### src/rtl/mem_stage_pkg.sv
// Shared types and helpers for the MIPS memory-access stage.
// The state encodings are part of the stage's external contract, so they are fixed explicitly.
package mem_stage_pkg;
    localparam int XLEN  = 32;
    localparam int REG_W = 5;
    localparam int CNT_W = 8;

    typedef enum logic [1:0] {
        MS_IDLE = 2'd0,
        MS_WAIT = 2'd1,
        MS_DONE = 2'd2
    } ms_state_e;

    // Memory data is only valid in the cycle the access completes; otherwise forward the ALU result.
    function automatic logic [XLEN-1:0] wb_select(input logic            memtoreg,
                                                  input logic            done,
                                                  input logic [XLEN-1:0] rdata,
                                                  input logic [XLEN-1:0] alu);
        return (memtoreg && done) ? rdata : alu;
    endfunction
endpackage

### src/rtl/mem_stage_if.sv
// Data-memory request/acknowledge bus between the memory stage (master) and data memory (slave).
interface mem_stage_if;
    import mem_stage_pkg::*;

    logic            dmem_req;
    logic            dmem_we;
    logic [XLEN-1:0] dmem_addr;
    logic [XLEN-1:0] dmem_wdata;
    logic            dmem_ack;
    logic [XLEN-1:0] dmem_rdata;

    modport master (output dmem_req, dmem_we, dmem_addr, dmem_wdata,
                    input  dmem_ack, dmem_rdata);
    modport slave  (input  dmem_req, dmem_we, dmem_addr, dmem_wdata,
                    output dmem_ack, dmem_rdata);
endinterface

### src/rtl/mem_access_ctrl.sv
// Data-memory access sequencer: IDLE/WAIT/DONE FSM with a timeout counter and registered bus outputs.
// The request fields are latched on entry to WAIT and held until the access ends.
module mem_access_ctrl
    import mem_stage_pkg::*;
#(
    parameter int DMEM_TIMEOUT = 8
) (
    input  logic              CLK,
    input  logic              RST,
    input  logic              access_i,
    input  logic              we_i,
    input  logic [XLEN-1:0]   addr_i,
    input  logic [XLEN-1:0]   wdata_i,
    mem_stage_if.master       dmem,
    output logic              busy_o,
    output logic              done_o,
    output logic              fault_o,
    output logic [XLEN-1:0]   rdata_o
);
    ms_state_e        state_q, state_d;
    logic [CNT_W-1:0] cnt_q, cnt_d;
    logic             req_q, req_d;
    logic             we_q, we_d;
    logic [XLEN-1:0]  addr_q, addr_d;
    logic [XLEN-1:0]  wdata_q, wdata_d;
    logic [XLEN-1:0]  rdata_q, rdata_d;
    logic             fault_q, fault_d;

    always_ff @(posedge CLK) begin
        if (RST) begin
            state_q <= MS_IDLE;
            cnt_q   <= '0;
            req_q   <= 1'b0;
            we_q    <= 1'b0;
            addr_q  <= '0;
            wdata_q <= '0;
            rdata_q <= '0;
            fault_q <= 1'b0;
        end else begin
            state_q <= state_d;
            cnt_q   <= cnt_d;
            req_q   <= req_d;
            we_q    <= we_d;
            addr_q  <= addr_d;
            wdata_q <= wdata_d;
            rdata_q <= rdata_d;
            fault_q <= fault_d;
        end
    end

    always_comb begin
        state_d = state_q;
        cnt_d   = cnt_q;
        req_d   = req_q;
        we_d    = we_q;
        addr_d  = addr_q;
        wdata_d = wdata_q;
        rdata_d = rdata_q;
        fault_d = 1'b0;
        unique case (state_q)
            MS_IDLE: begin
                if (access_i) begin
                    state_d = MS_WAIT;
                    req_d   = 1'b1;
                    we_d    = we_i;
                    addr_d  = addr_i;
                    wdata_d = wdata_i;
                    cnt_d   = CNT_W'(DMEM_TIMEOUT);
                end
            end
            MS_WAIT: begin
                if (dmem.dmem_ack) begin
                    rdata_d = dmem.dmem_rdata;
                    req_d   = 1'b0;
                    state_d = MS_DONE;
                end else begin
                    cnt_d = cnt_q - CNT_W'(1);
                    // Abort with zero data when the last allowed WAIT cycle passes without ack.
                    if (cnt_q == CNT_W'(1)) begin
                        rdata_d = '0;
                        req_d   = 1'b0;
                        fault_d = 1'b1;
                        state_d = MS_DONE;
                    end
                end
            end
            MS_DONE: state_d = MS_IDLE;
            default: state_d = MS_IDLE;
        endcase
    end

    assign dmem.dmem_req   = req_q;
    assign dmem.dmem_we    = we_q;
    assign dmem.dmem_addr  = addr_q;
    assign dmem.dmem_wdata = wdata_q;

    assign busy_o  = ((state_q == MS_IDLE) && access_i) || (state_q == MS_WAIT);
    assign done_o  = (state_q == MS_DONE);
    assign fault_o = fault_q;
    assign rdata_o = rdata_q;
endmodule

### src/rtl/mem_stage.sv
// MIPS MEM stage: drives the data-memory handshake, holds MEM/WB and produces EXECUTE's forwarding signals.
// DONE does not stall, so EX/MEM advances on the edge that writes the load result into MEM/WB.
module mem_stage
    import mem_stage_pkg::*;
#(
    parameter int DMEM_TIMEOUT = 8
) (
    input  logic              CLK,
    input  logic              RST,
    input  logic              branch,
    input  logic              jump,
    input  logic              MemRead,
    input  logic              MemWrite,
    input  logic              MemtoReg,
    input  logic              RegWrite,
    input  logic [XLEN-1:0]   alu_out,
    input  logic [XLEN-1:0]   readdata2,
    input  logic [REG_W-1:0]  muxRegDst,
    mem_stage_if.master       dmem,
    output logic              mem_stall,
    output logic              mem_fault,
    output logic              pcsrc,
    output logic              jump_taken,
    output logic [REG_W-1:0]  MEMRegRd_wire,
    output logic              MEM_RegWrite_wire,
    output logic [XLEN-1:0]   regExMem,
    output logic [REG_W-1:0]  WBRegRd_wire,
    output logic              WB_RegWrite_wire,
    output logic [XLEN-1:0]   regMemWb
);
    logic             access;
    logic             busy;
    logic             done;
    logic [XLEN-1:0]  rdata_q;

    logic [REG_W-1:0] wb_rd_q, wb_rd_d;
    logic             wb_we_q, wb_we_d;
    logic [XLEN-1:0]  wb_val_q, wb_val_d;

    assign access = MemRead | MemWrite;

    mem_access_ctrl #(
        .DMEM_TIMEOUT(DMEM_TIMEOUT)
    ) u_ctrl (
        .CLK      (CLK),
        .RST      (RST),
        .access_i (access),
        .we_i     (MemWrite),
        .addr_i   (alu_out),
        .wdata_i  (readdata2),
        .dmem     (dmem),
        .busy_o   (busy),
        .done_o   (done),
        .fault_o  (mem_fault),
        .rdata_o  (rdata_q)
    );

    assign mem_stall         = busy;
    assign pcsrc             = branch & (alu_out != '0);
    assign jump_taken        = jump;
    assign MEMRegRd_wire     = muxRegDst;
    assign MEM_RegWrite_wire = RegWrite;
    assign regExMem          = alu_out;

    always_comb begin
        wb_rd_d  = '0;
        wb_we_d  = 1'b0;
        wb_val_d = '0;
        if (!mem_stall) begin
            wb_rd_d  = muxRegDst;
            wb_we_d  = RegWrite;
            wb_val_d = wb_select(MemtoReg, done, rdata_q, alu_out);
        end
    end

    always_ff @(posedge CLK) begin
        if (RST) begin
            wb_rd_q  <= '0;
            wb_we_q  <= 1'b0;
            wb_val_q <= '0;
        end else begin
            wb_rd_q  <= wb_rd_d;
            wb_we_q  <= wb_we_d;
            wb_val_q <= wb_val_d;
        end
    end

    assign WBRegRd_wire     = wb_rd_q;
    assign WB_RegWrite_wire = wb_we_q;
    assign regMemWb         = wb_val_q;
endmodule
### src/flat_wrapper.sv
// flat-port wrapper written by rule: the top's interface ports become plain ports
module mem_stage_flat import mem_stage_pkg::*;
#(
    parameter int DMEM_TIMEOUT = 8
)
  (CLK, RST, branch, jump, MemRead, MemWrite, MemtoReg, RegWrite, alu_out, readdata2, muxRegDst, mem_stall, mem_fault, pcsrc, jump_taken, MEMRegRd_wire, MEM_RegWrite_wire, regExMem, WBRegRd_wire, WB_RegWrite_wire, regMemWb, dmem_dmem_req, dmem_dmem_we, dmem_dmem_addr, dmem_dmem_wdata, dmem_dmem_ack, dmem_dmem_rdata);
  mem_stage_if dmem_i ();
  input  logic CLK;
  input  logic RST;
  input  logic branch;
  input  logic jump;
  input  logic MemRead;
  input  logic MemWrite;
  input  logic MemtoReg;
  input  logic RegWrite;
  input  logic [XLEN-1:0] alu_out;
  input  logic [XLEN-1:0] readdata2;
  input  logic [REG_W-1:0] muxRegDst;
  output logic mem_stall;
  output logic mem_fault;
  output logic pcsrc;
  output logic jump_taken;
  output logic [REG_W-1:0] MEMRegRd_wire;
  output logic MEM_RegWrite_wire;
  output logic [XLEN-1:0] regExMem;
  output logic [REG_W-1:0] WBRegRd_wire;
  output logic WB_RegWrite_wire;
  output logic [XLEN-1:0] regMemWb;
  output wire logic [$bits(dmem_i.dmem_req)-1:0] dmem_dmem_req;
  output wire logic [$bits(dmem_i.dmem_we)-1:0] dmem_dmem_we;
  output wire logic [$bits(dmem_i.dmem_addr)-1:0] dmem_dmem_addr;
  output wire logic [$bits(dmem_i.dmem_wdata)-1:0] dmem_dmem_wdata;
  input wire logic [$bits(dmem_i.dmem_ack)-1:0] dmem_dmem_ack;
  input wire logic [$bits(dmem_i.dmem_rdata)-1:0] dmem_dmem_rdata;
  assign dmem_dmem_req = dmem_i.dmem_req;
  assign dmem_dmem_we = dmem_i.dmem_we;
  assign dmem_dmem_addr = dmem_i.dmem_addr;
  assign dmem_dmem_wdata = dmem_i.dmem_wdata;
  assign dmem_i.dmem_ack = dmem_dmem_ack;
  assign dmem_i.dmem_rdata = dmem_dmem_rdata;
  mem_stage #(.DMEM_TIMEOUT(DMEM_TIMEOUT)) u_core (.CLK(CLK), .RST(RST), .branch(branch), .jump(jump), .MemRead(MemRead), .MemWrite(MemWrite), .MemtoReg(MemtoReg), .RegWrite(RegWrite), .alu_out(alu_out), .readdata2(readdata2), .muxRegDst(muxRegDst), .dmem(dmem_i), .mem_stall(mem_stall), .mem_fault(mem_fault), .pcsrc(pcsrc), .jump_taken(jump_taken), .MEMRegRd_wire(MEMRegRd_wire), .MEM_RegWrite_wire(MEM_RegWrite_wire), .regExMem(regExMem), .WBRegRd_wire(WBRegRd_wire), .WB_RegWrite_wire(WB_RegWrite_wire), .regMemWb(regMemWb));
endmodule
### config.mk
export PLATFORM = sky130hd
export DESIGN_NAME = mem_stage_flat
export DESIGN_NICKNAME = d
export VERILOG_FILES = /design/src/rtl/mem_stage_pkg.sv /design/src/rtl/mem_stage_if.sv /design/src/rtl/mem_access_ctrl.sv /design/src/rtl/mem_stage.sv /design/src/flat_wrapper.sv
export SDC_FILE = /design/constraint.sdc
export NUM_CORES = 1
export LEC_CHECK = 0
export BUFFER_PORTS_ARGS = -buffer_cell sky130_fd_sc_hd__buf_2
export CAP_MARGIN = 20
export CORE_UTILIZATION = 50
export DETAILED_ROUTE_END_ITERATION = 8
export GPL_ROUTABILITY_DRIVEN = 0
export PLACE_DENSITY = 0.85
export SYNTH_ARGS = -nofsm -noshare
export SYNTH_HDL_FRONTEND = slang
export SYNTH_SLANG_ARGS = --single-unit
### constraint.sdc
create_clock -name CLK -period 3.8 [get_ports CLK]
set_input_delay 0.76 -clock CLK [delete_from_list [all_inputs] [get_ports CLK]]
set_output_delay 0.76 -clock CLK [all_outputs]
set_load 0.1 [all_outputs]
==> results.toml <==
[run_status]
status = "complete, no violations"

[worst_setup_path]
end_kind = "output port"
worstPathMaxFanout = 4
cp_data_required_time_ps = 3040
cp.arrival_ps = 2270
path_class = "input pin to output port"
startpoint_type = "input pin"

[floorplanning]
core_um2 = 10900
die_w_um = 108
initial_core_util_pct = 51.6
io_pins = 256
placementRows = 38
die_h_um = 108
fp.dieArea_um2 = 11700

[clock_network]
cts_resized = 0
cts_buffers = 17
clk_latency_ps = 520
htreeDepth = 4
cts_sinks = 147
max-clock-path-buffers = 2
cts_tree = "built"
ctsHoldBuffers = 0
path_clk_slew_ps = 60
cts-root-buf = "clkbuf_8"
post-cts-setup-buffer-count = 0

[synth]
ys_ff_latch = 147
synth_compound_area_share_pct = 16.3
synthXorXnorAreaFrac_pct = 0.780
yosys.area.top_type_share_pct = 52.4
synth_edf_count = 0
synth-simple-area-share_pct = 20.8
synth_cell_type_count = 38
synth_warnings = 0
netlist_instances = 695
synth_top_family_by_area = "simple AND/OR/NAND/NOR gates"
yosys-mux-area-fraction_pct = 0
syn_nets = 807
syn_area_um2 = 5620
yosysSeqAreaShare_pct = 52.4
avgSynthCellArea_um2 = 8.08
yosys.area_share.adder_pct = 0.446
yosys.area.top_type = "dfxtp_1"
ys.flop_type = "dfxtp_1"
ys_top_cells_by_area = "dfxtp_1 (52%), nand2_1 (15%), a21oi_1 (12%)"
synthArstFlopShare_pct = 0

[power]
pwr-share-seq_pct = 38.3
comb_power_share_pct = 27.2
power.density_nw_per_um2 = 618
switching_power_uw = 1650
p_leak_uw = 0.00335
switching_share_pct = 37.2
clkPwrFrac_pct = 34.5
cell_internal_pwr_uw = 2790
ir_drop_v = 0.000395

[global_routing]
overflow = 0
grt_max_degree = 57
grt_use_total_pct = 25.5
grt_pass1_vias = 4815
antenna_found_initial = 0
grt_pass1_wl_mm = 22.8

[timing]
min_period_over_period_pct = 79.6
setup_viol = 0
worst_pin_slew_ps = 881
finalCriticalPeriod_ps = 3030
fmax_mhz = 331
relSlewSlack_pct = 41.0
drv_slew = 0
setup_tns_ps = 0
rsz0062_at_grt = "false"
finClkSkew_ps = 13.5
hold_viol_final = 0

[route]
drcViolationCount = 0
drt_first_pass_iters = 5
ant_nets = 0
drt-vias-per-instance = 5.04
wirelength_mm = 14.8
drtIter0Drc = 306
num_vias = 5248
post_drt_wl_per_cell_um = 14.2

[finish]
design_area_um2 = 7190
nets = 1001
final_cell_mix = "buf_2 (252), nand2_1 (227), dfxtp_1 (147)"
areaGrowthSynthToFinish_pct = 28.0
final_common_cell = "buf_2"
antenna_cells = 0
drive_gt1_share_pct = 34.1

[place]
portBuffers = 253
hpwl_mm = 10.3
post_dp_cell_area_um2 = 6640

[hold_path]
min_path_type = "flop to flop"

[flow_run]
drv_cap = 0
## power groups by stage
stage / clock [uW] / sequential (uW) / combinational, uW
after floorplan: 0 / 2260 / 480
after global placement: 0 / 1730 / 1200
after detailed placement: 0 / 1730 / 1210
after CTS: 1560 / 1700 / 1210
after global routing: 1640 / 1710 / 1270
final: 1530 / 1700 / 1210
## cell usage after synthesis (2+ instances only)
cell type  instances
a21oi_1          133
inv_1              4
nand3_1            2
dfxtp_1          147
nor3_2             2
xnor2_1            3
and2_1             6
nor4_1             9
ha_1               2
clkbuf_1          24
buf_4             43
o21ai_0           15
nor2_2             2
o21a_1             2
buf_2             18
nand4_1            2
o21ai_1           18
nor3_1             3
nor2_1            14
xor2_1             2
nand2_1          227
## state kept, by name, summed over array words and instances (netlist names)
name,count
u_core.u_ctrl.dmem.dmem_addr,32
u_core.u_ctrl.fault_o,1
u_core.regMemWb,32
u_core.WB_RegWrite_wire,1
u_core.u_ctrl.dmem.dmem_req,1
u_core.u_ctrl.dmem.dmem_we,1
u_core.u_ctrl.cnt_q,8
u_core.u_ctrl.dmem.dmem_wdata,32
u_core.WBRegRd_wire,5
u_core.u_ctrl.state_q,2
u_core.u_ctrl.rdata_o,32
## final timing paths
check	slack (ps)	end	start	cells past startpoint
min	450	u_core.regMemWb[18]	u_core.u_ctrl.rdata_o[18]	2
max reg2reg	1650	u_core.u_ctrl.rdata_o[7]	u_core.u_ctrl.state_q[1]	6
max	770	pcsrc	alu_out[31]	5
min reg2reg	450	u_core.regMemWb[18]	u_core.u_ctrl.rdata_o[18]	2
## per-layer routing
metal  track usage, %  up-vias  part of all wire [%]
met3             6.45       14                   6.9
met4             9.30        0                   1.0
met1             29.8     2397                    41
li1                 -     2636                     -
met5                0        -                     0
met2             44.9      201                    51
## worst max-delay path, stage by stage
cell     delay (ps)
buf_2           120
nor4_1          530
nand4_1         320
o21a_1          250
buf_2           280
## stage by stage
stage          util (%)  total power, uW  std cells  hold slack [ps]  setup WS [ps]
3_3_place_gp       61.0             2930       1010              438            801
5_1_grt            66.0             4620       1041              447            787
3_5_place_dp       61.0             2940       1010              441            801
4_1_cts            66.0             4480       1041              433            782
2_1_floorplan         -             2740        695              428            936
6_report           66.0             4440       1041              446            775
## layout make-up
type,instances,area [um^2]
well taps,140,175
inverters,4,15.0
clock buffers,22,473
flip-flops and latches,147,2940
multi-input cells,458,2160
clock inverters,9,80.1
repair buffers,261,1340
fillers,935,3700
## kinds of logic (layout without fill, tap and decap cells)
group / count (synthesis) / in the layout
AND/OR/NAND/NOR: 276 / 276
AO/OA/AOI/OAI: 175 / 175
flip-flops: 147 / 147
buffers and inverters: 90 / 296
XOR/XNOR: 5 / 5
adder cells (fa/ha/maj): 2 / 2
No activity file was read; power rests on OpenSTA's default activity.
